$ cat config.mk
export PLATFORM = sky130hd
export DESIGN_NAME = shift_add_mult_ctrl_flat
export DESIGN_NICKNAME = d
export VERILOG_FILES = /design/src/rtl/mult_pkg.sv /design/src/rtl/shift_add_mult_ctrl_if.sv /design/src/rtl/shift_add_mult_ctrl.sv /design/src/flat_wrapper.sv
export SDC_FILE = /design/constraint.sdc
export NUM_CORES = 1
export LEC_CHECK = 0
export ABC_AREA = 1
export BUFFER_PORTS_ARGS = -buffer_cell sky130_fd_sc_hd__clkbuf_2
export CAP_MARGIN = 5
export CORE_UTILIZATION = 40
export CTS_CLUSTER_SIZE = 25
export DETAILED_ROUTE_END_ITERATION = 10
export PLACE_DENSITY = 0.73
export SETUP_SLACK_MARGIN = 0.3
export SYNTH_ARGS = -nofsm -noshare
export SYNTH_HDL_FRONTEND = slang
export SYNTH_SLANG_ARGS = --single-unit
$ cat constraint.sdc
create_clock -name clk -period 1.3 [get_ports clk]
set_input_delay 0.195 -clock clk [delete_from_list [all_inputs] [get_ports clk]]
set_output_delay 0.195 -clock clk [all_outputs]
set_load 0.05 [all_outputs]
$ cat src/rtl/mult_pkg.sv
`default_nettype none
// ============================================================================
// Module   : mult_pkg
// Brief    : Shared constants and state type for the 4x4 shift-add multiplier.
// Revision : 1.0
// ============================================================================
package mult_pkg;

    localparam int N  = 4;
    localparam int PW = 2 * N;

    localparam logic [1:0] IDLE = 2'd0;
    localparam logic [1:0] RUN  = 2'd1;
    localparam logic [1:0] DONE = 2'd2;

    typedef enum logic [1:0] {
        ST_IDLE = IDLE,
        ST_RUN  = RUN,
        ST_DONE = DONE
    } state_t;

endpackage
`default_nettype wire

$ cat src/rtl/shift_add_mult_ctrl_if.sv
`default_nettype none
// ============================================================================
// Module   : shift_add_mult_ctrl_if
// Brief    : Start/done handshake plus the adder operand/result bundle.
// Revision : 1.0
// ============================================================================
interface shift_add_mult_ctrl_if #(
    parameter int N = mult_pkg::N
);

    logic             start;
    logic [N-1:0]     a;
    logic [N-1:0]     b;
    logic [2*N-1:0]   add_a;
    logic [2*N-1:0]   add_b;
    logic [2*N-1:0]   add_sum;
    logic             add_carry;
    logic             busy;
    logic             done;
    logic [2*N-1:0]   product;
    logic             fault;

    // master: the multiplier top level (requester side and the external adder)
    modport master (
        output start, a, b, add_sum, add_carry,
        input  add_a, add_b, busy, done, product, fault
    );

    // slave: the shift-add controller
    modport slave (
        input  start, a, b, add_sum, add_carry,
        output add_a, add_b, busy, done, product, fault
    );

endinterface
`default_nettype wire

$ cat src/rtl/shift_add_mult_ctrl.sv
`default_nettype none
// ============================================================================
// Module   : shift_add_mult_ctrl
// Brief    : Shift-add controller computing an NxN unsigned product through an
//            external 2N-bit adder, one multiplier bit per cycle.
// Revision : 1.0
// ============================================================================
module shift_add_mult_ctrl #(
    parameter int N         = mult_pkg::N,
    parameter bit SKIP_ZERO = 1'b0
) (
    input  wire logic             clk,
    input  wire logic             rst,
    shift_add_mult_ctrl_if.slave  bus
);

    import mult_pkg::*;

    // 2*N must match the adder width; only N=4 is a legal configuration.
    localparam int W  = 2 * N;
    localparam int CW = (N > 1) ? $clog2(N) : 1;

    state_t          state_q;
    logic [W-1:0]    acc_q;
    logic [W-1:0]    mcand_q;
    logic [N-1:0]    mult_q;
    logic [CW-1:0]   count_q;
    logic [W-1:0]    product_q;
    logic            busy_q;
    logic            done_q;
    logic            fault_q;

    logic [W-1:0]    mcand_d;
    logic [N-1:0]    mult_d;
    logic [CW-1:0]   count_d;
    logic            last_d;

    assign mcand_d = mcand_q << 1;
    assign mult_d  = mult_q >> 1;
    assign count_d = count_q + 1'b1;
    assign last_d  = (count_q == CW'(N - 1)) || (SKIP_ZERO && (mult_d == '0));

    always_ff @(posedge clk) begin
        if (rst) begin
            state_q   <= ST_IDLE;
            acc_q     <= '0;
            mcand_q   <= '0;
            mult_q    <= '0;
            count_q   <= '0;
            product_q <= '0;
            busy_q    <= 1'b0;
            done_q    <= 1'b0;
            fault_q   <= 1'b0;
        end else begin
            done_q <= 1'b0;
            case (state_q)
                ST_IDLE: begin
                    if (bus.start) begin
                        mcand_q <= {{N{1'b0}}, bus.a};
                        mult_q  <= bus.b;
                        acc_q   <= '0;
                        count_q <= '0;
                        fault_q <= 1'b0;
                        busy_q  <= 1'b1;
                        state_q <= ST_RUN;
                    end
                end
                ST_RUN: begin
                    acc_q   <= bus.add_sum;
                    mcand_q <= mcand_d;
                    mult_q  <= mult_d;
                    count_q <= count_d;
                    if (bus.add_carry && mult_q[0]) begin
                        fault_q <= 1'b1;
                    end
                    // Product and done are registered on entry so both are
                    // valid throughout the single DONE cycle.
                    if (last_d) begin
                        product_q <= bus.add_sum;
                        done_q    <= 1'b1;
                        state_q   <= ST_DONE;
                    end
                end
                ST_DONE: begin
                    busy_q  <= 1'b0;
                    state_q <= ST_IDLE;
                end
                default: begin
                    state_q <= ST_IDLE;
                end
            endcase
        end
    end

    assign bus.add_a   = acc_q;
    assign bus.add_b   = ((state_q == ST_RUN) && mult_q[0]) ? mcand_q : '0;
    assign bus.busy    = busy_q;
    assign bus.done    = done_q;
    assign bus.product = product_q;
    assign bus.fault   = fault_q;

endmodule
`default_nettype wire

$ cat src/flat_wrapper.sv
// flat-port wrapper written by rule: the top's interface ports become plain ports
module shift_add_mult_ctrl_flat import mult_pkg::*;
#(
    parameter int N         = mult_pkg::N,
    parameter bit SKIP_ZERO = 1'b0
)
  (clk, rst, bus_start, bus_a, bus_b, bus_add_sum, bus_add_carry, bus_add_a, bus_add_b, bus_busy, bus_done, bus_product, bus_fault);
  shift_add_mult_ctrl_if #(.N(N)) bus_i ();
  input  wire logic clk;
  input  wire logic rst;
  input wire logic [$bits(bus_i.start)-1:0] bus_start;
  input wire logic [$bits(bus_i.a)-1:0] bus_a;
  input wire logic [$bits(bus_i.b)-1:0] bus_b;
  input wire logic [$bits(bus_i.add_sum)-1:0] bus_add_sum;
  input wire logic [$bits(bus_i.add_carry)-1:0] bus_add_carry;
  output wire logic [$bits(bus_i.add_a)-1:0] bus_add_a;
  output wire logic [$bits(bus_i.add_b)-1:0] bus_add_b;
  output wire logic [$bits(bus_i.busy)-1:0] bus_busy;
  output wire logic [$bits(bus_i.done)-1:0] bus_done;
  output wire logic [$bits(bus_i.product)-1:0] bus_product;
  output wire logic [$bits(bus_i.fault)-1:0] bus_fault;
  assign bus_i.start = bus_start;
  assign bus_i.a = bus_a;
  assign bus_i.b = bus_b;
  assign bus_i.add_sum = bus_add_sum;
  assign bus_i.add_carry = bus_add_carry;
  assign bus_add_a = bus_i.add_a;
  assign bus_add_b = bus_i.add_b;
  assign bus_busy = bus_i.busy;
  assign bus_done = bus_i.done;
  assign bus_product = bus_i.product;
  assign bus_fault = bus_i.fault;
  shift_add_mult_ctrl #(.N(N), .SKIP_ZERO(SKIP_ZERO)) u_core (.clk(clk), .rst(rst), .bus(bus_i));
endmodule
==> results of run 1 <==
## cells by family after synthesis
group / count (synthesis) / share of synthesized area (%)
and+or+nand+nor: 104 / 29.5
adders and majority gates: 1 / 0.878
buffers and inverters: 24 / 8.78
AOI/OAI and AO/OA: 31 / 11.7
DFF: 35 / 49.2
## per-stage QoR
stage               total power [mW]  TNS, ns  instance area, sq um  util (%)  worst slack [ns]
finish                          2.30    -1.08                  2560      76.1            -0.145
global placement                1.47        0                  1820      54.1            0.0812
global route                    2.41    -2.36                  2560      76.1            -0.211
floorplan                       1.38        0                  1500         -            0.0538
CTS                             2.24    -1.29                  2380      70.8            -0.167
detailed placement              1.47        0                  1820      54.1            0.0637
## timing repair
| item | CTS | global route |
|---|---|---|
| gates cloned | 1 | 1 |
| setup endpoints to repair | 60 | 62 |
| buffers inserted | 9 | 6 |
| pin swaps | 4 | 10 |
| gates resized for setup | 98 | 40 |
## placed cells by master, fill, tap and decap left out, types with 8 or more instances in the layout
master     instances
buf_4             14
dfxtp_1           11
nor2_1            33
a21oi_1           13
o21ai_0            8
clkbuf_16         10
nor2_4             9
buf_8             17
nand2_1           43
buf_6              8
nand3_1            8
inv_1             12
clkbuf_2          19
dfxtp_2           21
## worst max path at each step
stage	from	to	slack (ns)	depth (start not counted)
floorplan	u_core.state_q[1]	bus_add_b[3]	0.05	6
global placement	u_core.state_q[1]	bus_add_b[6]	0.08	6
detailed placement	u_core.state_q[1]	bus_add_b[6]	0.06	6
CTS	u_core.state_q[1]	bus_add_b[7]	-0.17	6
global route	u_core.mult_q[0]	bus_add_b[6]	-0.21	4
finish	u_core.mult_q[0]	bus_add_b[6]	-0.14	4
## registers in the layout (all words and copies together), names as in the netlist, 2 cells and up
name / count
u_core.state_q: 2
u_core.bus.add_a: 8
u_core.count_q: 2
u_core.bus.product: 8
u_core.mult_q: 4
u_core.mcand_q: 8
## critical path: cells and delay by family (launching register included)
| kind | cells | cell delay (ns) |
|---|---|---|
| buf+inv | 3 | 0.43 |
| flops | 1 | 0.37 |
| simple gates | 1 | 0.11 |
## cell type report
class,instances,area share (%)
flip-flops and latches,35,28.9
clock buffers,8,2.69
multi-input cells,136,29.3
inverters,16,3.47
well taps,46,2.25
repair buffers,71,33.4
## report_power, final
part | switching, mW | total [mW] | internal [mW]
clock network | 0.363 | 0.681 | 0.318
registers | 0.0376 | 1.15 | 1.11
logic | 0.250 | 0.464 | 0.214
total | 0.650 | 2.30 | 1.65
## cells in the mapped netlist (all sizes together)
cell / n
nand2: 52
nor2: 43
dfxtp: 35
a21oi: 20
inv: 16
o21ai: 11
nand3: 8
buf: 6
clkbuf: 2
ha: 1
nand4: 1
## layer usage
metal | global-route usage, % | vias to the layer above | wire, um
li1 | - | 748 | -
met1 | 27.2 | 698 | 1780
met2 | 37.6 | 51 | 2180
met3 | 8.49 | 11 | 252
met4 | 8.57 | 0 | 113
met5 | 0 | - | 0
==> results by group, run 1 <==
Timing
  – Final hold viol count: 0
  – Setup violators final: 11
  – Worst Tran Pin Value: 0.508 ns
  – Fmax: 0.692 GHz
  – Tightest hold margin: 0.0824 ns
  – Minimum clock period: 1.44 ns
  – Fin crit share: 111%
  – Skew final: 0.00381 ns
  – Rel. slew slack: 66.1%
  – Setup ws final: -0.145 ns
  – Unrepaired setup endpoints after global routing: yes
  – Max-slew violations: 0

Floorplanning
  – Die Height: 61.7 um
  – Die Span X: 61.7 um
  – Full die area: 3810 sq um
  – Std-Cell Rows: 21
  – Initial core utilization: 42.4%
  – # IOs: 47
  – Core ar.: 3360 sq um

GRT
  – Total GRT Usage: 22.8%
  – Vias in the first global route: 1395
  – Largest net degree at the start of global routing: 20
  – First-pass GRT wire length: 6.25 mm
  – Grt total ovfl: 0
  – Initial antenna violation count: 0

Route
  – Routed vias: 1508
  – Post-DRT Antenna Nets: 0
  – Post-route DRC: 0
  – Vias per cell: 4.83
  – DR WL/cell: 13.9 um
  – Initial detailed-routing violation count: 77
  – Pre-antenna DRT Iters: 5
  – Post-Route WL: 4.33 mm

Clock network
  – Clk_lat worst skew: 0.34 ns
  – Root Buffer: clkbuf_4
  – Clock Sink Count: 35
  – Num CTS Buffers: 5
  – CTS Hold Bufs: 0
  – CTS tree: built
  – CTS H-tree lvls: 2
  – Clk pin slew, worst setup/hold paths: 0.10 ns
  – CTS max path bufs: 2

Place
  – GPL Wtd Cong: 0.773
  – Inst Count DP: 287
  – PortBufs: 46
  – HPWL after DPL: 2.29 mm

Synthesis
  – Syn_area_per_cell: 7.31 sq um
  – Seq/Total Area, Yosys: 49.2%
  – Post-Synthesis Net Count: 216
  – Dominant cell type by area after synthesis: dfxtp_1
  – Top cells by area, synth: dfxtp_1, nand2_1, nor2_1
  – Post-Syn Area: 1430 sq um
  – #FFs+latches synth: 35
  – Synth warn: 0
  – Cell variety after synth: 18
  – Post-Syn Instances: 195
  – Top cell type's share of synthesized area: 49.2%

Critical path
  – Worst R2R Path Depth: 6
  – Max incr delay on CP: 0.37 ns
  – R2r endpoint: u_core.mcand_q[4]
  – Critical Path End Type: output pin
  – CP Max Fanout: 3
  – Crit-path slowest cell: dfxtp_2
  – Required @ worst endpoint: 1.11 ns
  – Critical Setup Path Class: flip-flop to output pin
  – CP arrival: 1.25 ns
  – Crit path cell chain: clkinvlp_4 -> buf_6 -> nor2_4 -> buf_8
  – Flop-to-flop setup slack: -0.02 ns
  – Worst reg2reg startpoint: u_core.state_q[0]
  – CP startpoint kind: flip-flop

Pwr
  – Worst-case vdd ir drop: 0.000788 V
  – Leak: 1.10 nW
  – P per Cell Area: 898 nW/um^2

Finish
  – Area growth syn-to-layout: 79.5%
  – N_diodes: 0
  – Share of layout cells above drive strength 1: 50.8%
  – Footprint of the multi-input gates: 749 sq um
  – Fillers: 250
  – Post-Layout Cell Count: 312
  – Final Net Count: 286
  – FF/Latch Area: 738 sq um

Status
  – Violated checks: negative setup slack
  – Outcome: finished, violations left

Hold path
  – Hold EP: u_core.bus.add_a[2]
  – Hold Path Depth: 3
  – HP Start: bus_add_sum[2]
  – Worst Hold Class: primary input to flip-flop

Run
  – Max-cap check violation count: 0
No activity file was read; power rests on OpenSTA's default activity.
==> run 2, diff against run 1 <==
Settings changed: PLACE_DENSITY 0.73 to 0.72.
==> results by group, run 2 (synthesis gave the netlist of run 1 again) <==
Timing
  – Minimum clock period: 1.48 ns (+0.0354 ns)
  – Skew final: 0.0160 ns (+0.0122 ns)
  – Fmax: 0.676 GHz (-2.4%)
  – Final hold viol count: 0 (unchanged)
  – Setup violators final: 29 (+18)
  – Total negative slack: -2.23 ns (-1.14 ns)
  – Setup ws final: -0.180 ns (-0.0354 ns)
  – Worst Tran Pin Value: 0.682 ns (+0.174 ns)
  – Rel. slew slack: 54.5% (-12 points)
  – Max-slew violations: 0 (unchanged)
  – Tightest hold margin: 0.0858 ns (+0.00342 ns)
  – Unrepaired setup endpoints after global routing: yes
  – Fin crit share: 114% (+2.7 points)

GRT
  – Largest net degree at the start of global routing: 20 (unchanged)
  – Total GRT Usage: 26.5% (+3.6 points)
  – First-pass GRT wire length: 7.14 mm (+14%)
  – Vias in the first global route: 1527 (+9.5%)
  – Initial antenna violation count: 0 (unchanged)
  – Grt total ovfl: 0 (unchanged)

Clock network
  – CTS max path bufs: 2 (unchanged)
  – CTS tree: built
  – CTS Hold Bufs: 0 (unchanged)
  – Clock Sink Count: 35 (unchanged)
  – Num CTS Buffers: 5 (unchanged)
  – Clk pin slew, worst setup/hold paths: 0.13 ns (+0.03 ns)
  – CTS H-tree lvls: 2 (unchanged)
  – Clk_lat worst skew: 0.35 ns (about the same)
  – Root Buffer: clkbuf_4

Finish
  – N_diodes: 0 (unchanged)
  – Final Net Count: 299 (+4.5%)
  – Most common library cell in the layout ignoring fill and taps: buf_8
  – Final core utilization: 85.3% (+9.2 points)
  – Share of layout cells above drive strength 1: 71.3% (+21 points)
  – Commonest cells after routing, fill and taps aside: buf_8, nand2_2, nor2_1
  – Area growth syn-to-layout: 101%
  – Final Instance Area: 2870 sq um (+12%)
  – Footprint of the multi-input gates: 982 sq um (+31%)
  – Fillers: 171 (-32%)
  – FF/Latch Area: 742 sq um (+0.51%)

Pwr
  – Leak: 1.25 nW (+14%)
  – P per Cell Area: 857 nW/um^2 (-4.6%)
  – Worst-case vdd ir drop: 0.000814 V (+3.2%)

Critical path
  – Worst R2R Path Depth: 7 (+1)
  – CP startpoint kind: flip-flop
  – Crit-path slowest cell: dfxtp_2
  – Buf/Inv on CP: 3 (unchanged)
  – Crit path cell chain: clkinvlp_4 -> buf_12 -> nor2_2 -> buf_8
  – CP delay by family, top: buffers and inverters
  – Critical Path End Type: output pin
  – CP arrival: 1.29 ns (+0.04 ns)
  – Required @ worst endpoint: 1.11 ns (about the same)
  – Critical Setup Path Class: flip-flop to output pin
  – Max incr delay on CP: 0.38 ns (about the same)
  – CP Max Fanout: 6 (+3)
  – Worst path depth: 4 (unchanged)

Floorplanning
  – Initial core utilization: 42.4% (unchanged)
  – Std-Cell Rows: 21 (unchanged)
  – Full die area: 3810 sq um (unchanged)
  – Die Span X: 61.7 um (unchanged)
  – # IOs: 47 (unchanged)
  – Die Height: 61.7 um (unchanged)
  – Core ar.: 3360 sq um (unchanged)

Status
  – Outcome: finished, violations left
  – Violated checks: negative setup slack

Run
  – Max-cap check violation count: 0 (unchanged)

Route
  – Post-Route WL: 5.92 mm (+37%)
  – DR WL/cell: 18.2 um (+31%)
  – Post-route DRC: 0 (unchanged)
  – Post-DRT Antenna Nets: 0 (unchanged)
  – Initial detailed-routing violation count: 95 (+23%)
  – Routed vias: 1704 (+13%)
  – Pre-antenna DRT Iters: 4 (-1)
  – Vias per cell: 5.24 (+8.5%)

Hold path
  – Worst Hold Class: primary input to flip-flop
  – Hold Path Depth: 3 (unchanged)

Place
  – Cell Area, Placed: 1780 sq um (-2.1%)
  – PortBufs: 46 (unchanged)
  – GPL Wtd Cong: 0.811 (+4.9%)
  – Dpl ws: 0.0178 ns (-0.0459 ns)
  – HPWL after DPL: 2.18 mm (-4.7%)
run 2: cell types whose count changed in the layout (fill, tap and decap cells not counted), moves of 7 or more:
| cell | previous run | this run |
|---|---|---|
| nor2_1 | 33 | 20 |
| nand2_4 | 1 | 14 |
| nor2_2 | 1 | 13 |
| nand2_1 | 43 | 16 |
| buf_8 | 17 | 24 |
| nand2_2 | 6 | 20 |
run 2: repair_timing:
| action | CTS | global route |
|---|---|---|
| endpoints found under the setup margin | 60 | 62 |
| buffers inserted | 17 | 11 |
| resized for setup | 130 | 90 |
| gates cloned | 4 | 1 |
| pin swaps | 16 | 27 |
run 2: report_power, final:
group / leakage (nW) / internal [mW] / switching, mW
Combinational: 0.917 / 0.254 / 0.338
Clock: 0.0375 / 0.316 / 0.397
Sequential: 0.297 / 1.11 / 0.0412
Total: 1.25 / 1.68 / 0.776
run 2: cell type report:
class | count | area share, %
multi-input combinational | 138 | 34.2
tap | 46 | 2.01
timing repair buffer | 81 | 32.0
timing repair inverter | 1 | 0.262
inverter | 16 | 3.10
clock inverter | 1 | 0.262
clock buffer | 7 | 2.27
sequential | 35 | 25.9
run 2: worst min-delay path, delay by kind of cell:
kind,cells,cell delay [ns]
AND/OR/NAND/NOR,2,0.11
buffers and inverters,1,0.11
run 2: metal layers:
metal	routed length [um]	up-vias	track usage, %
met5	0	-	0
met4	297	0	12.1
met3	414	33	7.25
met2	3090	88	45.2
met1	2120	806	31.0
li1	-	777	-
run 2: path summary, 6_finish.rpt:
kind / startpoint / end / slack, ns
worst max-delay path: u_core.mult_q[0] / bus_add_b[1] / -0.18
worst min-delay path: bus_add_sum[0] / u_core.bus.product[0] / 0.09
worst max register to register: u_core.state_q[0] / u_core.bus.product[0] / -0.13
worst min register to register: u_core.bus.add_a[6] / u_core.bus.add_a[6] / 0.48
run 2: stage by stage:
| step | total power [mW] | cells |
|---|---|---|
| finish | 2.46 | 325 |
| global route | 2.55 | 325 |
| CTS | 2.29 | 313 |
| detailed placement | 1.46 | 284 |
| global placement | 1.46 | 284 |
| floorplan | 1.38 | 195 |
==> run 3, diff against run 2 <==
Settings changed: CTS_BUF_LIST set to sky130_fd_sc_hd__clkbuf_8, PLACE_DENSITY 0.72 to unset, PLACE_DENSITY_LB_ADDON set to 0.25.
==> results by group, run 3 (synthesis gave the netlist of run 1 again) <==
Clock network
  – CTS H-tree lvls: 2 (unchanged)
  – Root Buffer: clkbuf_8
  – Clock Sink Count: 35 (unchanged)
  – Clk_lat worst skew: 0.29 ns (-0.06 ns)
  – CTS max path bufs: 2 (unchanged)
  – CTS Hold Bufs: 0 (unchanged)
  – CTS tree: built
  – Clk pin slew, worst setup/hold paths: 0.07 ns (-0.06 ns)
  – Num CTS Buffers: 5 (unchanged)

Floorplanning
  – Full die area: 3810 sq um (unchanged)
  – Std-Cell Rows: 21 (unchanged)
  – Die Height: 61.7 um (unchanged)
  – Die Span X: 61.7 um (unchanged)
  – # IOs: 47 (unchanged)
  – Core ar.: 3360 sq um (unchanged)
  – Initial core utilization: 42.4% (unchanged)

Critical path
  – CP delay by family, top: flip-flops
  – Worst R2R Path Depth: 5 (-2)
  – CP arrival: 1.19 ns (-0.10 ns)
  – Buf/Inv on CP: 3 (unchanged)
  – Worst path depth: 6 (+2)
  – CP Max Fanout: 6 (unchanged)
  – Max incr delay on CP: 0.37 ns (about the same)
  – Critical Setup Path Class: flip-flop to output pin
  – Critical Path End Type: output pin
  – R2r endpoint: u_core.bus.add_a[3]
  – Worst reg2reg startpoint: u_core.state_q[0]
  – CP startpoint kind: flip-flop
  – Flop-to-flop setup slack: -0.02 ns (+0.11 ns)
  – Required @ worst endpoint: 1.11 ns (about the same)
  – Crit path cell chain: inv_8 -> nand2_8 -> clkinv_8 -> nand2_4 -> nor2_4 -> buf_8
  – Crit-path slowest cell: dfxtp_4

Timing
  – Fmax: 0.723 GHz (+7.0%)
  – Max-slew violations: 0 (unchanged)
  – Rel. slew slack: 63.0% (+8.5 points)
  – Setup violators final: 9 (-69%)
  – Setup ws final: -0.0826 ns (+0.0975 ns)
  – Final hold viol count: 0 (unchanged)
  – Unrepaired setup endpoints after global routing: yes
  – Skew final: 0.0114 ns (-0.00458 ns)
  – Minimum clock period: 1.38 ns (-0.0975 ns)
  – Worst Tran Pin Value: 0.554 ns (-0.128 ns)
  – Fin crit share: 106% (-7.5 points)

Finish
  – Share of layout cells above drive strength 1: 64.5% (-6.9 points)
  – Footprint of the multi-input gates: 958 sq um (-2.4%)
  – Most common library cell in the layout ignoring fill and taps: nand2_1
  – Final Net Count: 293 (-2.0%)
  – N_diodes: 0 (unchanged)
  – Fillers: 218 (+27%)
  – Commonest cells after routing, fill and taps aside: nand2_1, buf_8, dfxtp_2
  – FF/Latch Area: 733 sq um (-1.2%)
  – Post-Layout Cell Count: 319 (-1.8%)
  – Area growth syn-to-layout: 88.9%

Hold path
  – Hold Path Depth: 3 (unchanged)
  – Hold EP: u_core.mult_q[3]
  – Worst Hold Class: primary input to flip-flop
  – HP Start: bus_b[3]

Pwr
  – P per Cell Area: 907 nW/um^2 (+5.9%)
  – Final Power: 2.44 mW (-0.61%)
  – Leak: 1.16 nW (-7.5%)
  – Worst-case vdd ir drop: 0.000854 V (+4.9%)

GRT
  – Grt total ovfl: 0 (unchanged)
  – Initial antenna violation count: 0 (unchanged)
  – First-pass GRT wire length: 6.66 mm (-6.8%)
  – Total GRT Usage: 24.1% (-2.3 points)
  – Largest net degree at the start of global routing: 20 (unchanged)
  – Vias in the first global route: 1453 (-4.8%)

Route
  – Post-DRT Antenna Nets: 0 (unchanged)
  – Vias per cell: 5.05 (-3.7%)
  – Met2 routed WL: 2.68 mm (-13%)
  – DR WL met3: 257 um (-38%)
  – Routed vias: 1611 (-5.5%)
  – Top Layer Used: met4
  – Post-route DRC: 0 (unchanged)
  – Initial detailed-routing violation count: 122 (+28%)
  – DR WL/cell: 15.7 um (-14%)
  – Post-Route WL: 5.00 mm (-16%)
  – Metal-1 WL: 1.94 mm (-8.6%)
  – Pre-antenna DRT Iters: 5 (+1)

Place
  – HPWL after DPL: 2.12 mm (-3.1%)
  – PortBufs: 46 (unchanged)
  – Inst Count DP: 285 (+0.35%)
  – GPL Wtd Cong: 0.710 (-12%)

Status
  – Violated checks: negative setup slack
  – Outcome: finished, violations left

Run
  – Max-cap check violation count: 0 (unchanged)
run 3: changes by cell type in the layout (fill, tap and decap cells not counted), sizes merged:
cell | before | now
inv | 14 | 15
clkinvlp | 3 | 2
o21ai | 12 | 14
buf | 57 | 53
clkinv | 1 | 3
clkbuf | 31 | 25
run 3: layout make-up:
| class | count | share of cell area, % |
|---|---|---|
| tap | 46 | 2.14 |
| inverter | 16 | 3.30 |
| multi-input combinational | 140 | 35.6 |
| clock inverter | 3 | 0.604 |
| clock buffer | 5 | 2.56 |
| timing repair buffer | 73 | 28.2 |
| timing repair inverter | 1 | 0.418 |
| sequential | 35 | 27.2 |
run 3: power by group:
group | leakage, nW | switching, mW | internal [mW]
logic | 0.817 | 0.296 | 0.211
registers | 0.296 | 0.0401 | 1.12
clock network | 0.0453 | 0.414 | 0.367
run 3: worst min-delay path, cell delays in order:
cell,delay (ns)
clkbuf_2,0.09
nand3_2,0.07
a21oi_2,0.04
run 3: worst max path at each step:
stage	endpoint	slack [ns]	from
after floorplan	bus_add_b[3]	0.05	u_core.state_q[1]
after global placement	bus_add_b[4]	0.05	u_core.state_q[1]
after detailed placement	bus_add_b[4]	0.04	u_core.state_q[1]
after CTS	bus_add_b[3]	-0.08	u_core.state_q[1]
after global routing	bus_add_b[4]	-0.13	u_core.state_q[1]
final	bus_add_b[4]	-0.08	u_core.state_q[1]
run 3: metrics by stage:
stage | util, % | hold slack [ns] | area [sq um] | TNS [ns] | worst slack, ns
2_1_floorplan | - | 0.330 | 1500 | 0 | 0.0538
3_3_place_gp | 52.8 | 0.438 | 1770 | 0 | 0.0453
3_5_place_dp | 52.8 | 0.450 | 1770 | 0 | 0.0393
4_1_cts | 71.7 | 0.134 | 2410 | -0.484 | -0.0774
5_1_grt | 80.1 | 0.156 | 2690 | -0.977 | -0.132
6_report | 80.1 | 0.147 | 2690 | -0.479 | -0.0826
run 3: layer usage:
layer  vias to the layer above  track usage (%)
met4                         0             9.52
met3                        16             5.18
met2                        69             39.3
met5                         -                0
li1                        771                -
met1                       755             31.4
run 3: timing repair:
action	4_1_cts	5_1_grt
buffers inserted	14	6
resized for setup	115	84
hold endpoints to repair	0	0
setup endpoints to repair	61	62
pin swaps	21	24
cloned	5	1
